--- src/rtl/nabp_angle_sequencer_if.sv ---
// Host-to-swap-controller angle handshake bundle; NABP_ANGLE_SEQ_ABORT_EN adds the abort input.
// slave = sequencer side, master = host/controller side.
interface nabp_angle_sequencer_if #(
    parameter int ANGLE_W = 9
);
    logic               start;
    logic               src_ready;
    logic               sc_next_angle;
    logic               sc_pr_done;
`ifdef NABP_ANGLE_SEQ_ABORT_EN
    logic               abort;
`endif
    logic [ANGLE_W-1:0] sc_angle;
    logic               sc_has_next_angle;
    logic               sc_next_angle_ack;
    logic [ANGLE_W-1:0] issued_count;
    logic               busy;
    logic               done;

    modport slave (
        input  start, src_ready, sc_next_angle, sc_pr_done,
`ifdef NABP_ANGLE_SEQ_ABORT_EN
        input  abort,
`endif
        output sc_angle, sc_has_next_angle, sc_next_angle_ack, issued_count, busy, done
    );

    modport master (
        output start, src_ready, sc_next_angle, sc_pr_done,
`ifdef NABP_ANGLE_SEQ_ABORT_EN
        output abort,
`endif
        input  sc_angle, sc_has_next_angle, sc_next_angle_ack, issued_count, busy, done
    );
endinterface

--- src/rtl/nabp_angle_sequencer.sv ---
// Sequences projection angles into the filtered-RAM swap controller for one frame; all outputs registered.
// Optional early abort of PRIME/RUN is enabled by defining NABP_ANGLE_SEQ_ABORT_EN.
module nabp_angle_sequencer #(
    parameter int ANGLE_W    = 9,
    parameter int NUM_ANGLES = 180,
    parameter int ANGLE_STEP = 1,
    parameter int ANGLE_MOD  = 180
) (
    input  logic                   clk,
    input  logic                   reset_n,
    nabp_angle_sequencer_if.slave  bus
);
    localparam int AW1 = ANGLE_W + 1;
    localparam logic [ANGLE_W:0]   STEP_W = AW1'(ANGLE_STEP);
    localparam logic [ANGLE_W:0]   MOD_W  = AW1'(ANGLE_MOD);
    localparam logic [ANGLE_W-1:0] NUM_W  = ANGLE_W'(NUM_ANGLES);

    typedef enum logic [2:0] {S_IDLE, S_PRIME, S_RUN, S_DRAIN, S_DONE} state_t;

    state_t             state_q, state_d;
    logic [ANGLE_W-1:0] angle_q, angle_d;
    logic [ANGLE_W-1:0] issued_count_q, issued_count_d;
    logic               has_next_q, has_next_d;
    logic               ack_q, ack_d;
    logic               busy_q, busy_d;
    logic               done_q, done_d;

    logic               abort_w;
    logic [ANGLE_W:0]   angle_sum;
    logic [ANGLE_W-1:0] angle_next;
    logic [ANGLE_W-1:0] count_inc;

`ifdef NABP_ANGLE_SEQ_ABORT_EN
    assign abort_w = bus.abort;
`else
    assign abort_w = 1'b0;
`endif

    // One extra bit so angle + step cannot overflow before the modulus wrap.
    assign angle_sum  = {1'b0, angle_q} + STEP_W;
    assign angle_next = (angle_sum >= MOD_W) ? ANGLE_W'(angle_sum - MOD_W) : ANGLE_W'(angle_sum);
    assign count_inc  = issued_count_q + ANGLE_W'(1);

    always_comb begin
        state_d        = state_q;
        angle_d        = angle_q;
        issued_count_d = issued_count_q;
        has_next_d     = has_next_q;
        ack_d          = 1'b0;
        busy_d         = busy_q;
        done_d         = 1'b0;
        case (state_q)
            S_IDLE: begin
                if (bus.start) begin
                    angle_d        = '0;
                    issued_count_d = '0;
                    has_next_d     = 1'b1;
                    busy_d         = 1'b1;
                    state_d        = S_PRIME;
                end
            end
            S_PRIME: begin
                if (abort_w) begin
                    has_next_d = 1'b0;
                    state_d    = S_DRAIN;
                end else if (bus.src_ready) begin
                    // Unsolicited first ack: the controller's ready state only rotates on ack.
                    ack_d   = 1'b1;
                    state_d = S_RUN;
                end
            end
            S_RUN: begin
                if (abort_w) begin
                    has_next_d = 1'b0;
                    state_d    = S_DRAIN;
                end else if (ack_q) begin
                    // A request still held during the ack cycle is the one just answered.
                    issued_count_d = count_inc;
                    angle_d        = angle_next;
                    has_next_d     = (count_inc < NUM_W);
                    if (count_inc >= NUM_W) state_d = S_DRAIN;
                end else if (bus.sc_next_angle && bus.src_ready && has_next_q) begin
                    ack_d = 1'b1;
                end
            end
            S_DRAIN: begin
                if (bus.sc_pr_done) begin
                    done_d  = 1'b1;
                    state_d = S_DONE;
                end
            end
            S_DONE: begin
                angle_d        = '0;
                issued_count_d = '0;
                has_next_d     = 1'b0;
                busy_d         = 1'b0;
                state_d        = S_IDLE;
            end
            default: state_d = S_IDLE;
        endcase
    end

    always_ff @(posedge clk) begin
        if (!reset_n) begin
            state_q        <= S_IDLE;
            angle_q        <= '0;
            issued_count_q <= '0;
            has_next_q     <= 1'b0;
            ack_q          <= 1'b0;
            busy_q         <= 1'b0;
            done_q         <= 1'b0;
        end else begin
            state_q        <= state_d;
            angle_q        <= angle_d;
            issued_count_q <= issued_count_d;
            has_next_q     <= has_next_d;
            ack_q          <= ack_d;
            busy_q         <= busy_d;
            done_q         <= done_d;
        end
    end

    assign bus.sc_angle          = angle_q;
    assign bus.sc_has_next_angle = has_next_q;
    assign bus.sc_next_angle_ack = ack_q;
    assign bus.issued_count      = issued_count_q;
    assign bus.busy              = busy_q;
    assign bus.done              = done_q;
endmodule

--- src/flat_wrapper.sv ---
// flat-port wrapper written by rule: the top's interface ports become plain ports
module nabp_angle_sequencer_flat 
#(
    parameter int ANGLE_W    = 9,
    parameter int NUM_ANGLES = 180,
    parameter int ANGLE_STEP = 1,
    parameter int ANGLE_MOD  = 180
)
  (clk, reset_n, bus_start, bus_src_ready, bus_sc_next_angle, bus_sc_pr_done, bus_sc_angle, bus_sc_has_next_angle, bus_sc_next_angle_ack, bus_issued_count, bus_busy, bus_done);
  nabp_angle_sequencer_if #(.ANGLE_W(ANGLE_W)) bus_i ();
  input  logic clk;
  input  logic reset_n;
  input wire logic [$bits(bus_i.start)-1:0] bus_start;
  input wire logic [$bits(bus_i.src_ready)-1:0] bus_src_ready;
  input wire logic [$bits(bus_i.sc_next_angle)-1:0] bus_sc_next_angle;
  input wire logic [$bits(bus_i.sc_pr_done)-1:0] bus_sc_pr_done;
  output wire logic [$bits(bus_i.sc_angle)-1:0] bus_sc_angle;
  output wire logic [$bits(bus_i.sc_has_next_angle)-1:0] bus_sc_has_next_angle;
  output wire logic [$bits(bus_i.sc_next_angle_ack)-1:0] bus_sc_next_angle_ack;
  output wire logic [$bits(bus_i.issued_count)-1:0] bus_issued_count;
  output wire logic [$bits(bus_i.busy)-1:0] bus_busy;
  output wire logic [$bits(bus_i.done)-1:0] bus_done;
  assign bus_i.start = bus_start;
  assign bus_i.src_ready = bus_src_ready;
  assign bus_i.sc_next_angle = bus_sc_next_angle;
  assign bus_i.sc_pr_done = bus_sc_pr_done;
  assign bus_sc_angle = bus_i.sc_angle;
  assign bus_sc_has_next_angle = bus_i.sc_has_next_angle;
  assign bus_sc_next_angle_ack = bus_i.sc_next_angle_ack;
  assign bus_issued_count = bus_i.issued_count;
  assign bus_busy = bus_i.busy;
  assign bus_done = bus_i.done;
  nabp_angle_sequencer #(.ANGLE_W(ANGLE_W), .NUM_ANGLES(NUM_ANGLES), .ANGLE_STEP(ANGLE_STEP), .ANGLE_MOD(ANGLE_MOD)) u_core (.clk(clk), .reset_n(reset_n), .bus(bus_i));
endmodule
--- config.mk ---
export PLATFORM = sky130hd
export DESIGN_NAME = nabp_angle_sequencer_flat
export DESIGN_NICKNAME = d
export VERILOG_FILES = /design/src/rtl/nabp_angle_sequencer_if.sv /design/src/rtl/nabp_angle_sequencer.sv /design/src/flat_wrapper.sv
export SDC_FILE = /design/constraint.sdc
export NUM_CORES = 1
export LEC_CHECK = 0
export BUFFER_PORTS_ARGS = -buffer_cell sky130_fd_sc_hd__buf_2
export CORE_ASPECT_RATIO = 1.4
export CORE_MARGIN = 3
export CORE_UTILIZATION = 50
export DETAILED_ROUTE_END_ITERATION = 8
export HOLD_SLACK_MARGIN = 0.08
export PLACE_DENSITY = 0.78
export SLEW_MARGIN = 20
export SYNTH_ARGS = -nofsm -noshare
export SYNTH_HDL_FRONTEND = slang
export SYNTH_SLANG_ARGS = --single-unit
--- constraint.sdc ---
create_clock -name clk -period 2.6 [get_ports clk]
set_clock_uncertainty 0.1 [all_clocks]
set_input_delay 0.26 -clock clk [delete_from_list [all_inputs] [get_ports clk]]
set_output_delay 0.26 -clock clk [all_outputs]
set_load 0.01 [all_outputs]
Word-level counts from Yosys, hierarchy flattened
Cells that the tools add are included.
Widths: inputs -> output; s select.
{"block": "word_totals", "reg_bits": 25, "input_bits": 6, "word_cells": 52}
{"block": "classes", "addsub": 3, "magnitude_cmp": 3, "eq_ne": 9, "mux": 21, "n_reduce_logical": 9}
{"operator": "$pmux 9 s3", "n": 2}
{"operator": "$mux 9", "n": 4}
{"operator": "$mux 3", "n": 5}
{"operator": "$pmux 3 s4", "n": 1}
{"operator": "$add 9x1->10 const B", "n": 1}
{"operator": "$ge 10x8->1 const B", "n": 1}
{"operator": "$add 9x1->9 const B", "n": 1}
{"operator": "$ge 9x8->1 const B", "n": 1}
{"operator": "$lt 9x8->1 const B", "n": 1}
{"operator": "$sub 9x8->9 const B", "n": 1}
{"operator": "$eq 3x2->1 const B", "n": 2}
{"operator": "$mux 1", "n": 6}
{"operator": "$ne 2x2->1 const B", "n": 3}
{"operator": "$reduce_and 5->1", "n": 1}
{"operator": "$ne 2x1->1 const B", "n": 2}
{"operator": "$pmux 1 s2", "n": 2}
{"operator": "$reduce_and 2->1", "n": 2}
{"operator": "$eq 3x1->1 const B", "n": 1}
{"operator": "$eq 3x3->1 const B", "n": 1}
{"operator": "$logic_not 3->1", "n": 1}
{"operator": "$pmux 1 s3", "n": 1}
{"operator": "$reduce_and 3->1", "n": 1}
{"operator": "$reduce_bool 3->1", "n": 1}
{"operator": "$logic_and 1x1->1", "n": 2}
{"operator": "$reduce_bool 2->1", "n": 1}

Longest topological paths before layout
Gate-level depths: netlist of run 1.
{"block": "logic_depth", "depth_word": 5, "mapped_depth": 10, "ltp_nobuf": 10}

Least setup slack after synthesis of run 1
No wires, ideal clock.
{"block": "synth_path", "path_type": "register -> register", "startpoint": "register u_core.angle_q[0] (netlist: u_core.bus.sc_angle[0])", "endpoint": "register u_core.angle_q[8] (netlist: u_core.bus.sc_angle[8])", "setup_time_ns": 0.057, "t_arrival_ns": 2.248, "path_slack_ns": 0.194, "stages_incl_launch_ff": 11, "synth_period_minus_slack_ns": 2.406, "path_cell_list": "dfxtp_1 > ha_1 > buf_2 > xor2_1 > inv_1 > ha_1 > a32oi_2 > o21ai_2 > or2_1 > o21ai_0 > a21o_1"}
{"block": "synth_between", "elab_chain_cells": 5, "word_cells_on_any_way": 6, "cone_classes": "add/sub (2); order compare (1); mux (3)"}
{"item": "from (decl)", "line_no": "nabp_angle_sequencer.sv:21", "text": "logic [ANGLE_W-1:0] angle_q, angle_d;"}
{"item": "from (signal assigned)", "line_no": "nabp_angle_sequencer.sv:114", "text": "angle_q <= angle_d;"}
{"item": "$add 9x1->10 *", "line_no": "nabp_angle_sequencer.sv:40", "text": "assign angle_sum = {1'b0, angle_q} + STEP_W;"}
{"item": "$sub 9x8->9 or $ge 10x8->1 (tied branches)", "line_no": "nabp_angle_sequencer.sv:41", "text": "assign angle_next = (angle_sum >= MOD_W) ? ANGLE_W'(angle_sum - MOD_W) : ANGLE_W'(angle_sum);"}
{"item": "$mux 9 *", "line_no": "nabp_angle_sequencer.sv:41"}
{"item": "$mux 9 *", "line_no": "nabp_angle_sequencer.sv:76", "text": "end else if (ack_q) begin"}
{"item": "$pmux 9 s3 *", "line_no": "nabp_angle_sequencer.sv:52", "text": "case (state_q)"}
Mark *: on every way between the ends. The rest lies on a longest branch, timed or not. The select of a mux whose other input is x is not followed.
A chain may end at the register's enable or synchronous reset.

Worst setup path after layout of run 1
{"block": "layout_path", "startpoint": "register u_core.angle_q[1] (netlist: u_core.bus.sc_angle[1])", "endpoint": "register u_core.angle_q[8] (netlist: u_core.bus.sc_angle[8])"}
The elaborated chain is that of the path after synthesis.

==> run metrics, run 1 <==
Inserted Clock Buffers 3; DP HPWL 2970 um; Critical Path RT 2680 ps; Hold Vio Cnt, Final 0; Hold WS 133 ps; Post-CTS Setup Bufs 0; outcome completed; 1st-iter DRT viols 88; most common cell after layout, fill and taps aside nor2_1; slew margin rel. 0.607; Layout Utilization 0.612; MaxCap Viol Count 0; CTS Sinks 25; Post-synth ARST share 0; Syn-to-layout area delta 14.8%; vias per cell 6.12; setup violators final 0; Pint 0.570 mW; commonest non-fill, non-tap cells in the layout nor2_1 (31), buf_2 (27), dfxtp_1 (24); drc violations 0; Layout fillers 313; NetSw 0.248 mW; WP data arrival 2440 ps; Core ar. 3210 um^2; Fin Setup TNS 0 ps; Port Buffers 27; Clock transition at path regs 100 ps; # IOs 28; Max Slew Vio Count 0; clock root buffer clkbuf_8; starting density of the core 0.533; placer congestion estimate 0.846; vias in the first global route 1567; switching fraction of total power 0.303; GRT Util Overall 0.193; Critical Path End Type flop; Worst Tran Pin Value 590 ps; Final min period 2360 ps; first-pass GRT wire length 6670 um; Nets 263; Post-synth EDFFs 0; Syn Area/Cell 7.75 um^2; FMAX 424 MHz; post-route setup slack 242 ps; Syn Inst Count 221; die area 4170 um^2; Clk pwr share 0.294; Vias 1775; final worst-path cycle share 0.907; Leak Pwr 0.829 nW; Post-Syn Nets 232; worst-path fanout max 6; # hold bufs at CTS 0; Ant. Diodes 0; Clock Tree Buf Depth 2; CTS tree yes; Die Y-Extent 75.3 um; Yosys cell types 57; CTS H-tree depth 1; CP Class flop to flop; Routed Antenna Nets 0; Seq/Total Area, Yosys 0.292; Power Density 416 nW/um^2; part of the power in registers 0.526; pre-CTS setup slack 233 ps; Synth Register Bits 25; RSZ-0062 raised after global routing false; Hold Crit Class input pin to flop; grt ovf 0; Routed WL 4000 um; DRT Pass-1 Iters 4; placement row count 24; combinational share of power 0.180; share of layout cells above drive strength 1 0.211; pin count of the biggest net entering global routing 18; Worst VDD drop 402 uV; worst skew pair latency 280 ps; initial antenna violation count 0; Post-synth top flop dfxtp_1; Post-Synthesis Cell Area 1710 um^2; Die X 55.5 um; CP Launch Type flop; drt wl/cell 13.8 um; Ys Warns 0
==> metrics by stage <==
stage	total power [mW]	instances	area [um^2]
after floorplan	0.547	221	1710
after global placement	0.583	286	1920
after detailed placement	0.586	286	1920
after CTS	0.821	290	1960
after global routing	0.860	290	1970
final	0.818	290	1970
==> critical path, stage by stage (launching register included) <==
cell and delay (ps):
dfxtp_1 400, ha_1 310, nand3_2 120, or3b_1 430, a31oi_1 330, nor2_1 80
o22a_1 210, nor3b_1 140, a21o_1 150
==> logic make-up after synthesis <==
kind of cell,count (synthesis),share of synthesized area
fa+ha+maj,5,0.0365
compound gates,76,0.306
simple gates,91,0.285
xor+xnor,5,0.0256
mux,1,0.00657
buf+inv,18,0.0482
flops,25,0.292
==> timing repair <==
| action | 4_1_cts | 5_1_grt |
|---|---|---|
| endpoints found under the hold margin | 0 | 0 |
| gates resized for setup | 0 | 1 |
| setup endpoints to repair | 0 | 1 |
==> flip-flops by register name, indices dropped and copies added (netlist names) <==
signal,count
u_core.bus.issued_count,9
u_core.bus.busy,1
u_core.bus.sc_has_next_angle,1
u_core.bus.done,1
u_core.state_q,3
u_core.bus.sc_next_angle_ack,1
u_core.bus.sc_angle,9
==> per-layer routing <==
metal,share of wire,global-route usage,vias up
met2,0.49,0.350,41
met1,0.45,0.221,838
met4,0.027,0.0892,0
li1,-,-,884
met5,0,0,-
met3,0.041,0.0360,12
==> worst paths after layout <==
check | startpoint | endpoint | slack [ps] | cells past startpoint
max | u_core.bus.sc_angle[1] | u_core.bus.sc_angle[8] | 240 | 8
min | bus_src_ready | u_core.bus.sc_next_angle_ack | 130 | 2
max reg2reg | u_core.bus.sc_angle[1] | u_core.bus.sc_angle[8] | 240 | 8
min reg2reg | u_core.bus.busy | u_core.bus.busy | 440 | 2
==> power groups by stage <==
stage                     registers, mW  clock network [mW]  logic (mW)
after floorplan                   0.423                   0       0.124
after global placement            0.437                   0       0.146
final                             0.430               0.240       0.147
after detailed placement          0.437                   0       0.149
after CTS                         0.429               0.244       0.149
after global routing              0.432               0.257       0.171
==> layout make-up <==
type / instances / area [um^2] / area share
timing repair buffer: 37 / 210 / 0.107
tap: 39 / 48.8 / 0.0248
clock buffer: 3 / 41.3 / 0.0210
clock inverter: 1 / 7.51 / 0.00382
inverter: 7 / 26.3 / 0.0134
sequential: 25 / 502 / 0.255
multi-input combinational: 178 / 1130 / 0.575
==> Yosys cell counts (2+ instances only) <==
master    instances  share of area
nand3_1           5          0.015
nand4_1           2         0.0073
and3_1            7          0.026
clkbuf_1          6          0.013
buf_2             2         0.0058
a21o_1            3          0.013
o21bai_1          2         0.0088
a31oi_1           3          0.011
a22oi_1           5          0.022
and4_1            2          0.010
nor4_1            3          0.011
nor3b_1           2         0.0088
nand2_1          18          0.039
a211oi_1          3          0.013
and2_1            3          0.011
a221oi_1          2          0.010
ha_1              5          0.037
a21oi_1          14          0.041
inv_1             6          0.013
o211ai_1          7          0.031
nor2_1           31          0.068
nor3_1            4          0.012
nand3b_1          4          0.018
or3_1             2         0.0073
o21ai_0          21          0.061
xor2_1            4          0.020
dfxtp_1          25           0.29
No activity file was read; power rests on OpenSTA's default activity.
==> run 2, diff against run 1 <==
Settings changed: CORE_UTILIZATION 50 to 40, PLACE_DENSITY 0.78 to 0.66.
==> run 2 against run 1 <==
  * Count of clock-buffer cells in the layout unchanged
  * Cell count increased by 1.4%
  * Global-route usage decreased by 1.2 points
  * Non-clock buffer count unchanged
  * Clock power decreased by 5%
  * Total power decreased by 1.5%
  * First-iteration DRC count increased by 32%
  * Die area increased by 23%
  * Via count decreased by 1.6%
  * Design area increased by 0.51%
  * Largest power group unchanged
==> run metrics, run 2 (same netlist as run 1, synthesis figures left out) <==
# IOs 28; starting density of the core 0.426; dpl cell area 1920 um^2; # hold bufs at CTS 0; slew margin rel. 0.613; Port Buffers 27; Layout Utilization 0.491; Core ar. 4020 um^2; vias per cell 5.94; final worst-path cycle share 0.914; worst skew pair latency 260 ps; pre-CTS setup slack 231 ps; CP Launch Type flop; Hold Vio Cnt, Final 0; drc violations 0; Routed WL 4310 um; total power 0.805 mW; crit path cell chain nand4_2, nor4b_4, o211ai_2, o21ai_2, xnor2_1, o21ai_0, a21o_1; pin count of the biggest net entering global routing 16; Placed Instances 290; CTS Sinks 25; drt wl/cell 14.7 um; Final Non-Filler Cells 294; Syn-to-layout area delta 15.3%; Worst Tran Pin Value 581 ps; placer congestion estimate 0.989; Die Y-Extent 83.4 um; Worst VDD drop 234 uV; CTS tree yes; Nets 263; Inserted Clock Buffers 3; GRT Util Overall 0.181; initial antenna violation count 0; worst-path fanout max 12; GRT met3 Usage 0.0233; DP HPWL 3270 um; share of layout cells above drive strength 1 0.215; outcome completed; Routed Antenna Nets 0; grt ovf 0; die area 5110 um^2; Hold WS 150 ps; post-route setup slack 225 ps; Clock transition at path regs 90 ps; Hold Crit Class input pin to flop; RSZ-0062 raised after global routing false; met1 usage 0.223; post-CTS sizing 0; vias in the first global route 1635; Critical Path RT 2670 ps; Ant. Diodes 0; 1st-iter DRT viols 116; CTS H-tree depth 1; MaxCap Viol Count 0; GRT Max-Usage Layer met2; Vias 1747; hold depth 2; placement row count 27; CP Class flop to flop; Post-CTS Setup Bufs 0; WP data arrival 2440 ps; Leak Pwr 0.834 nW; slowest cell delay on critical path 600 ps; Max Slew Vio Count 0; clock root buffer clkbuf_8; Critical Path End Type flop; Die X 61.3 um; DRT Pass-1 Iters 4; slowest library cell on the worst path dfxtp_1; Final min period 2380 ps; reg2reg path depth 7; Design Area, Final 1980 um^2; met2 usage in global routing 0.316; most common cell after layout, fill and taps aside nor2_1; Power Density 408 nW/um^2; first-pass GRT wire length 7420 um; commonest non-fill, non-tap cells in the layout nor2_1 (31), buf_2 (27), dfxtp_1 (25); FMAX 421 MHz; Fin Setup TNS 0 ps; setup violators final 0; Clock Tree Buf Depth 2
==> run 2: routing by layer <==
layer	wire (um)	vias to the layer above
met5	0	-
met4	73	0
met3	185	6
met2	2260	46
met1	1790	811
li1	-	884
==> run 2: final cells by class <==
class / instances / area [um^2]
fillers: 410 / 2040
well taps: 43 / 53.8
flip-flops and latches: 25 / 500
inverters: 7 / 26.3
clock buffers: 3 / 41.3
repair buffers: 37 / 210
multi-input cells: 178 / 1140
clock inverters: 1 / 5.00
==> run 2: path summary, 6_finish.rpt <==
check / from / to / slack [ps]
hold reg to reg: u_core.bus.busy / u_core.bus.busy / 430
setup / recovery: u_core.bus.sc_angle[3] / u_core.bus.sc_angle[2] / 220
hold / removal: bus_src_ready / u_core.bus.sc_next_angle_ack / 150
setup reg to reg: u_core.bus.sc_angle[3] / u_core.bus.sc_angle[2] / 220
==> run 2: critical path, delay by kind of cell, from the launching register on <==
family | cells | cell delay, ps
and+or+nand+nor | 2 | 700
AOI/OAI and AO/OA | 4 | 700
DFF | 1 | 600
xor gates and xnor gates | 1 | 170
==> run 2: power by group <==
group          internal (mW)  total (mW)  switching [mW]
sequential             0.402       0.429          0.0272
combinational         0.0598       0.149          0.0893
clock                  0.107       0.228           0.121
total                  0.568       0.805           0.237
